`src/rtl/matrix_stream_scheduler_if.sv`:
```
// Valid/ready pixel source feeding the frame scheduler.
interface matrix_stream_scheduler_if;
  logic       src_valid;
  logic [7:0] src_data;
  logic       src_ready;

  modport master (output src_valid, output src_data, input src_ready);
  modport slave  (input src_valid, input src_data, output src_ready);
endinterface

```
`src/rtl/matrix_stream_scheduler.sv`:
```
// Frame sequencer: pulls gray pixels from a valid/ready source and emits
// vsync/href/gray with programmable blanking plus zero-data flush lines.
module matrix_stream_scheduler #(
  parameter int unsigned IMG_HDISP   = 640,
  parameter int unsigned IMG_VDISP   = 480,
  parameter int unsigned H_BLANK     = 16,
  parameter int unsigned V_PRE       = 4,
  parameter int unsigned V_BP        = 8,
  parameter int unsigned V_FP        = 8,
  parameter int unsigned FLUSH_LINES = 2
) (
  input  logic                            clk,
  input  logic                            rst_n,
  input  logic                            start,
  input  logic                            cont_en,
  matrix_stream_scheduler_if.slave        src_if,
  output logic                            per_frame_vsync,
  output logic                            per_frame_href,
  output logic [7:0]                      per_img_Gray,
  output logic                            busy,
  output logic                            frame_done,
  output logic                            underflow
);

  typedef enum logic [2:0] {IDLE, PRE, VBP, HBL, LINE, VFP} state_t;

  localparam logic [10:0] COL_LAST = 11'(IMG_HDISP - 1);
  localparam logic [10:0] ROWS_IMG = 11'(IMG_VDISP);
  localparam logic [10:0] ROWS_ALL = 11'(IMG_VDISP + FLUSH_LINES);
  localparam logic [15:0] PRE_LAST = 16'(V_PRE - 1);
  localparam logic [15:0] BP_LAST  = 16'(V_BP - 1);
  localparam logic [15:0] HB_LAST  = 16'(H_BLANK - 1);
  localparam logic [15:0] FP_LAST  = 16'(V_FP - 1);

  state_t      state_q, state_d;
  logic [10:0] col_q, col_d;
  logic [10:0] row_q, row_d;
  logic [15:0] gen_q, gen_d;
  logic        vsync_q, vsync_d;
  logic        href_q, href_d;
  logic [7:0]  gray_q, gray_d;
  logic        uf_q, uf_d;
  logic        img_row;

  assign img_row          = (row_q < ROWS_IMG);
  assign src_if.src_ready = (state_q == LINE) && img_row;
  assign busy             = (state_q != IDLE);
  assign frame_done       = (state_q == VFP) && (gen_q == FP_LAST);

  assign per_frame_vsync  = vsync_q;
  assign per_frame_href   = href_q;
  assign per_img_Gray     = gray_q;
  assign underflow        = uf_q;

  always_comb begin
    state_d = state_q;
    col_d   = col_q;
    row_d   = row_q;
    gen_d   = gen_q;
    uf_d    = uf_q;
    vsync_d = 1'b0;
    href_d  = 1'b0;
    gray_d  = '0;
    case (state_q)
      IDLE: begin
        if (start) begin
          state_d = PRE;
          gen_d   = '0;
          row_d   = '0;
          uf_d    = 1'b0;
        end
      end
      PRE: begin
        if (gen_q == PRE_LAST) begin
          state_d = VBP;
          gen_d   = '0;
        end else begin
          gen_d = gen_q + 16'd1;
        end
      end
      VBP: begin
        vsync_d = 1'b1;
        if (gen_q == BP_LAST) begin
          state_d = HBL;
          gen_d   = '0;
        end else begin
          gen_d = gen_q + 16'd1;
        end
      end
      HBL: begin
        vsync_d = 1'b1;
        // Timer saturates while an image row waits for the source.
        if (gen_q >= HB_LAST) begin
          if (!img_row || src_if.src_valid) begin
            state_d = LINE;
            col_d   = '0;
          end
        end else begin
          gen_d = gen_q + 16'd1;
        end
      end
      LINE: begin
        vsync_d = 1'b1;
        href_d  = 1'b1;
        if (img_row) begin
          if (src_if.src_valid) begin
            gray_d = src_if.src_data;
          end else begin
            gray_d = gray_q;
            uf_d   = 1'b1;
          end
        end
        if (col_q == COL_LAST) begin
          row_d   = row_q + 11'd1;
          gen_d   = '0;
          state_d = ((row_q + 11'd1) < ROWS_ALL) ? HBL : VFP;
        end else begin
          col_d = col_q + 11'd1;
        end
      end
      VFP: begin
        if (gen_q == FP_LAST) begin
          state_d = cont_en ? PRE : IDLE;
          gen_d   = '0;
          row_d   = '0;
        end else begin
          gen_d = gen_q + 16'd1;
        end
      end
      default: state_d = IDLE;
    endcase
  end

  always_ff @(posedge clk or negedge rst_n) begin
    if (!rst_n) begin
      state_q <= IDLE;
      col_q   <= '0;
      row_q   <= '0;
      gen_q   <= '0;
      vsync_q <= 1'b0;
      href_q  <= 1'b0;
      gray_q  <= '0;
      uf_q    <= 1'b0;
    end else begin
      state_q <= state_d;
      col_q   <= col_d;
      row_q   <= row_d;
      gen_q   <= gen_d;
      vsync_q <= vsync_d;
      href_q  <= href_d;
      gray_q  <= gray_d;
      uf_q    <= uf_d;
    end
  end

endmodule

```
`src/flat_wrapper.sv`:
```
// flat-port wrapper written by rule: the top's interface ports become plain ports
module matrix_stream_scheduler_flat 
#(
  parameter int unsigned IMG_HDISP   = 640,
  parameter int unsigned IMG_VDISP   = 480,
  parameter int unsigned H_BLANK     = 16,
  parameter int unsigned V_PRE       = 4,
  parameter int unsigned V_BP        = 8,
  parameter int unsigned V_FP        = 8,
  parameter int unsigned FLUSH_LINES = 2
)
  (clk, rst_n, start, cont_en, per_frame_vsync, per_frame_href, per_img_Gray, busy, frame_done, underflow, src_if_src_valid, src_if_src_data, src_if_src_ready);
  matrix_stream_scheduler_if src_if_i ();
  input  logic clk;
  input  logic rst_n;
  input  logic start;
  input  logic cont_en;
  output logic per_frame_vsync;
  output logic per_frame_href;
  output logic [7:0] per_img_Gray;
  output logic busy;
  output logic frame_done;
  output logic underflow;
  input wire logic [$bits(src_if_i.src_valid)-1:0] src_if_src_valid;
  input wire logic [$bits(src_if_i.src_data)-1:0] src_if_src_data;
  output wire logic [$bits(src_if_i.src_ready)-1:0] src_if_src_ready;
  assign src_if_i.src_valid = src_if_src_valid;
  assign src_if_i.src_data = src_if_src_data;
  assign src_if_src_ready = src_if_i.src_ready;
  matrix_stream_scheduler #(.IMG_HDISP(IMG_HDISP), .IMG_VDISP(IMG_VDISP), .H_BLANK(H_BLANK), .V_PRE(V_PRE), .V_BP(V_BP), .V_FP(V_FP), .FLUSH_LINES(FLUSH_LINES)) u_core (.clk(clk), .rst_n(rst_n), .start(start), .cont_en(cont_en), .src_if(src_if_i), .per_frame_vsync(per_frame_vsync), .per_frame_href(per_frame_href), .per_img_Gray(per_img_Gray), .busy(busy), .frame_done(frame_done), .underflow(underflow));
endmodule
```
`config.mk`:
```
export PLATFORM = sky130hd
export DESIGN_NAME = matrix_stream_scheduler_flat
export DESIGN_NICKNAME = d
export VERILOG_FILES = /design/src/rtl/matrix_stream_scheduler_if.sv /design/src/rtl/matrix_stream_scheduler.sv /design/src/flat_wrapper.sv
export SDC_FILE = /design/constraint.sdc
export NUM_CORES = 1
export LEC_CHECK = 0
export ABC_CLOCK_PERIOD_IN_PS = 2300
export BUFFER_PORTS_ARGS = -buffer_cell sky130_fd_sc_hd__buf_2
export CAP_MARGIN = 25
export CORE_UTILIZATION = 54
export DETAILED_ROUTE_END_ITERATION = 10
export PLACE_DENSITY = 0.78
export SYNTH_ARGS = -nofsm -noshare
export SYNTH_HDL_FRONTEND = slang
export SYNTH_SLANG_ARGS = --single-unit
```
`constraint.sdc`:
```
create_clock -name clk -period 2.3 [get_ports clk]
set_input_delay 0.115 -clock clk [delete_from_list [all_inputs] [get_ports clk]]
set_output_delay 0.115 -clock clk [all_outputs]
set_load 0.1 [all_outputs]
```
==> flow_summary.ini <==
[run_status]
status = finished, violations left
violations = setup timing

[global_route]
vias_in_the_first_global_route = 2891
grt_util_met3_pct = 4.000
grt_pass1_wl_um = 13190
grt_util_met1_pct = 34.82
grt_start_max_net_pins = 28
grt_overflow = 0
layer_with_the_highest_usage = met2
met2_usage_pct = 48.05
groute.usage.overall_pct = 27.38
grt_antenna_before_repair = 0

[cells_and_area]
diodes = 0
nNetsFinal = 421
finalCoreUtilization_pct = 70.12
areaGrowthSynthToFinish_pct = 25.05
post_route_cells_drive_above_1_share_pct = 28.57

[yosys]
mapped_nets = 359
async_flop_share_pct = 100.0
number_of_enable_type_register_cells_in_the_synthesized_netlist = 0
synthCells = 343
yosys_most_used_dff = sky130_fd_sc_hd__dfrtp_1
synth.lib_cells_used.distinct = 55
ys.warnings.count = 0
synth-seq-cells = 52
postSynthAreaPerCell_um2 = 9.058
yosysSeqAreaShare_pct = 41.88
synthesis.area_mm2 = 0.003107

[power]
cellLeakagePower_uw = 0.001825
power.clock.fraction_pct = 15.3
p_sw_share_pct = 42.63
worst_ir_drop_vdd_mv = 0.6080
total_switching_power_uw = 1551
power.internal_uw = 2086
power_frac_seq_pct = 35.8
power_density_mw_per_mm2 = 936.1
share_comb_of_total_power_pct = 48.9

[clocking]
clk-insertion-delay-late_ns = 0.32
htreeDepth = 2
clock-root-buffer = sky130_fd_sc_hd__clkbuf_8
cts_max_path_buffers = 2
numClockSinks = 52
tritoncts.num_buffers = 5
cts.clk_slew.worst_paths_ns = 0.11
tritoncts = yes

[hold_path]
worstHoldStart = src_if_src_data[4]
hold_path_depth = 2
min_path_type = in2reg
min_delay_worst_endpoint = u_core.per_img_Gray[4]$_DFFE_PN0P_

[sta]
fin_worst_skew_ns = 0.01573
finalCriticalPeriod_ns = 2.328
peak_freq_ghz = 0.4296
unrepaired_setup_endpoints_after_global_routing = true
maxSlewHeadroom_pct = 55.83
report.final.slew_viol_count = 0
final-setup-viol-count = 2
setup_tns_after_final_layout_ns = -0.02930
timing.final.hold_violations = 0
timing.final.crit_share_pct = 101.2
setup_slack_ns = -0.02752
worst_slew_pin_slew_ns = 0.6602

[setup_path]
regToRegEndpoint = u_core.gen_q[2]$_DFFE_PN0P_
critical_path.startpoint_type = flip-flop
crit_arrival_ns = 2.21
critPathMaxFanout = 4
worst_r2r_startpoint = u_core.gen_q[7]$_DFFE_PN0P_
worst-r2r-cell-count = 6
timing.critical_path.required_ns = 2.18
r2r_slack_ns = 0
worst-setup-path-type = reg2out
end_kind = output port

[floorplanning]
die_height_um = 77.85
fp.dieW_um = 77.85
std_cell_rows = 27
area_of_the_die_mm2 = 0.006061
starting_density_pct = 56.07
io_pins = 27
core_mm2 = 0.005540

[place]
detailedPlacementHpwl_um = 5491
portBuffers = 26
globalplace.congestion = 0.8512

[drt]
totalWireLength_um = 7831
vias_per_cell = 6.245
vias = 2985
drcViolationCount = 0
wl_per_cell_um = 16.38
route.antenna.remaining_nets = 0
drt_iter0_drc = 228
drtPass1Iterations = 4

[flow_run]
drv.max_cap_violation_count = 0
-- final cells by class --
class                           count  area, um^2
Clock buffer                        5       68.82
Clock inverter                      3       26.28
Fill cell                         440        1655
Inverter                           14       52.55
Multi-Input combinational cell    257        1802
Sequential cell                    52        1301
Tap cell                           72       90.09
Timing Repair Buffer               75       544.3
-- timing repair --
item,CTS,global route
gates cloned,0,1
hold endpoints to repair,52,0
setup endpoints to repair,10,36
setup buffers,5,2
resized for setup,8,26
pin swaps,6,18
hold buffers,1,0
-- through the flow --
step / setup WS, ns / total power, uW / instances / cell area, um^2 / hold slack, ns
finish: -0.02752 / 3637 / 478 / 3885 / 0.005119
global route: -0.08829 / 3858 / 478 / 3885 / 0.002131
CTS: -0.009620 / 3479 / 475 / 3746 / 0.004945
detailed placement: -0.08896 / 2860 / 461 / 3572 / -0.08888
global placement: 0.05415 / 2833 / 461 / 3572 / -0.08631
floorplan: -0.07817 / 2337 / 343 / 3117 / -0.1806
-- power groups by stage --
stage	clock network, uW	registers, uW	logic (uW)
final	556	1300	1780
after global routing	599	1330	1930
after global placement	0	1300	1530
after CTS	566	1290	1620
after detailed placement	0	1310	1550
after floorplan	0	1320	1020
-- state kept, by name, summed over array words and instances (netlist names) --
name / count
u_core.per_img_Gray: 8
u_core.state_q: 3
u_core.col_q: 11
u_core.underflow: 1
u_core.per_frame_href: 1
u_core.per_frame_vsync: 1
u_core.gen_q: 16
u_core.row_q: 11
-- cells in the mapped netlist (2+ instances only) --
| cell | instances | area share [%] |
|---|---|---|
| sky130_fd_sc_hd__a221o_1 | 3 | 0.97 |
| sky130_fd_sc_hd__a21o_1 | 7 | 1.7 |
| sky130_fd_sc_hd__and2_1 | 3 | 0.60 |
| sky130_fd_sc_hd__nand2_1 | 34 | 4.1 |
| sky130_fd_sc_hd__ha_1 | 3 | 1.2 |
| sky130_fd_sc_hd__o211a_1 | 2 | 0.64 |
| sky130_fd_sc_hd__a22oi_1 | 5 | 1.2 |
| sky130_fd_sc_hd__a21oi_1 | 24 | 3.9 |
| sky130_fd_sc_hd__inv_1 | 13 | 1.6 |
| sky130_fd_sc_hd__nand3_1 | 13 | 2.1 |
| sky130_fd_sc_hd__or4_1 | 3 | 0.72 |
| sky130_fd_sc_hd__nand2b_1 | 5 | 1.0 |
| sky130_fd_sc_hd__o2bb2ai_1 | 5 | 1.4 |
| sky130_fd_sc_hd__or3_1 | 4 | 0.81 |
| sky130_fd_sc_hd__nor3_1 | 9 | 1.4 |
| sky130_fd_sc_hd__a2bb2oi_1 | 7 | 2.0 |
| sky130_fd_sc_hd__o21ai_0 | 13 | 2.1 |
| sky130_fd_sc_hd__mux2i_1 | 6 | 1.9 |
| sky130_fd_sc_hd__a31oi_1 | 6 | 1.2 |
| sky130_fd_sc_hd__a41oi_1 | 6 | 1.7 |
| sky130_fd_sc_hd__o22ai_1 | 2 | 0.40 |
| sky130_fd_sc_hd__and4_1 | 5 | 1.4 |
| sky130_fd_sc_hd__nor2_1 | 21 | 2.5 |
| sky130_fd_sc_hd__and3_1 | 7 | 1.4 |
| sky130_fd_sc_hd__dfrtp_1 | 52 | 42 |
| sky130_fd_sc_hd__buf_2 | 4 | 0.64 |
| sky130_fd_sc_hd__o31ai_1 | 8 | 1.9 |
| sky130_fd_sc_hd__clkbuf_1 | 14 | 1.7 |
| sky130_fd_sc_hd__nor2b_1 | 3 | 0.60 |
| sky130_fd_sc_hd__nand4_1 | 10 | 2.0 |
| sky130_fd_sc_hd__a22o_1 | 13 | 3.7 |
| sky130_fd_sc_hd__a211oi_1 | 3 | 0.72 |
| sky130_fd_sc_hd__o211ai_1 | 3 | 0.72 |
| sky130_fd_sc_hd__nor4_1 | 2 | 0.40 |
| sky130_fd_sc_hd__or4_4 | 4 | 1.4 |
| sky130_fd_sc_hd__buf_1 | 2 | 0.24 |
-- worst max path at each step --
stage / from / endpoint / slack, ns
after CTS: u_core.gen_q[14]$_DFFE_PN0P_ / frame_done / -0.01
after floorplan: u_core.gen_q[8]$_DFFE_PN0P_ / frame_done / -0.08
after global placement: u_core.gen_q[8]$_DFFE_PN0P_ / u_core.col_q[7]$_DFFE_PN0P_ / 0.05
after detailed placement: u_core.gen_q[8]$_DFFE_PN0P_ / u_core.gen_q[12]$_DFFE_PN0P_ / -0.09
final: u_core.gen_q[8]$_DFFE_PN0P_ / frame_done / -0.03
after global routing: u_core.gen_q[8]$_DFFE_PN0P_ / frame_done / -0.09
-- routing by layer --
metal	vias up	share of wire [%]
met5	-	0
met4	0	1.5
met3	13	3.3
met2	70	50
met1	1465	45
li1	1437	-
-- cells in the final DEF (no fill, tap or decap), types with 10 or more instances in the layout --
cell type                 instances
sky130_fd_sc_hd__inv_1           13
sky130_fd_sc_hd__nor2_1          18
sky130_fd_sc_hd__dfrtp_1         52
sky130_fd_sc_hd__nand4_1         10
sky130_fd_sc_hd__nand2_1         32
sky130_fd_sc_hd__a21oi_1         18
sky130_fd_sc_hd__nand3_1         12
sky130_fd_sc_hd__a22o_1          13
sky130_fd_sc_hd__buf_4           45
sky130_fd_sc_hd__buf_2           25
-- critical path: stages, from the launching register on --
cell and delay (ns):
sky130_fd_sc_hd__dfrtp_1 0.39, sky130_fd_sc_hd__or4_4 0.59, sky130_fd_sc_hd__nor4_4 0.35, sky130_fd_sc_hd__buf_4 0.19
sky130_fd_sc_hd__nand2_4 0.06, sky130_fd_sc_hd__nor2_4 0.14, sky130_fd_sc_hd__buf_12 0.18
-- cell families (layout without fill, tap and decap cells) --
kind of cell               after synthesis  in the layout  synth area share, %
xor gates and xnor gates                 2              2               0.5639
DFF                                     52             52                41.88
adders and majority gates                3              3                1.208
and+or+nand+nor                        127            127                22.31
muxes                                    6              6                1.933
buffers and inverters                   34             97                4.269
AOI/OAI and AO/OA                      119            119                27.83
Power figures use the tool's default switching activity.
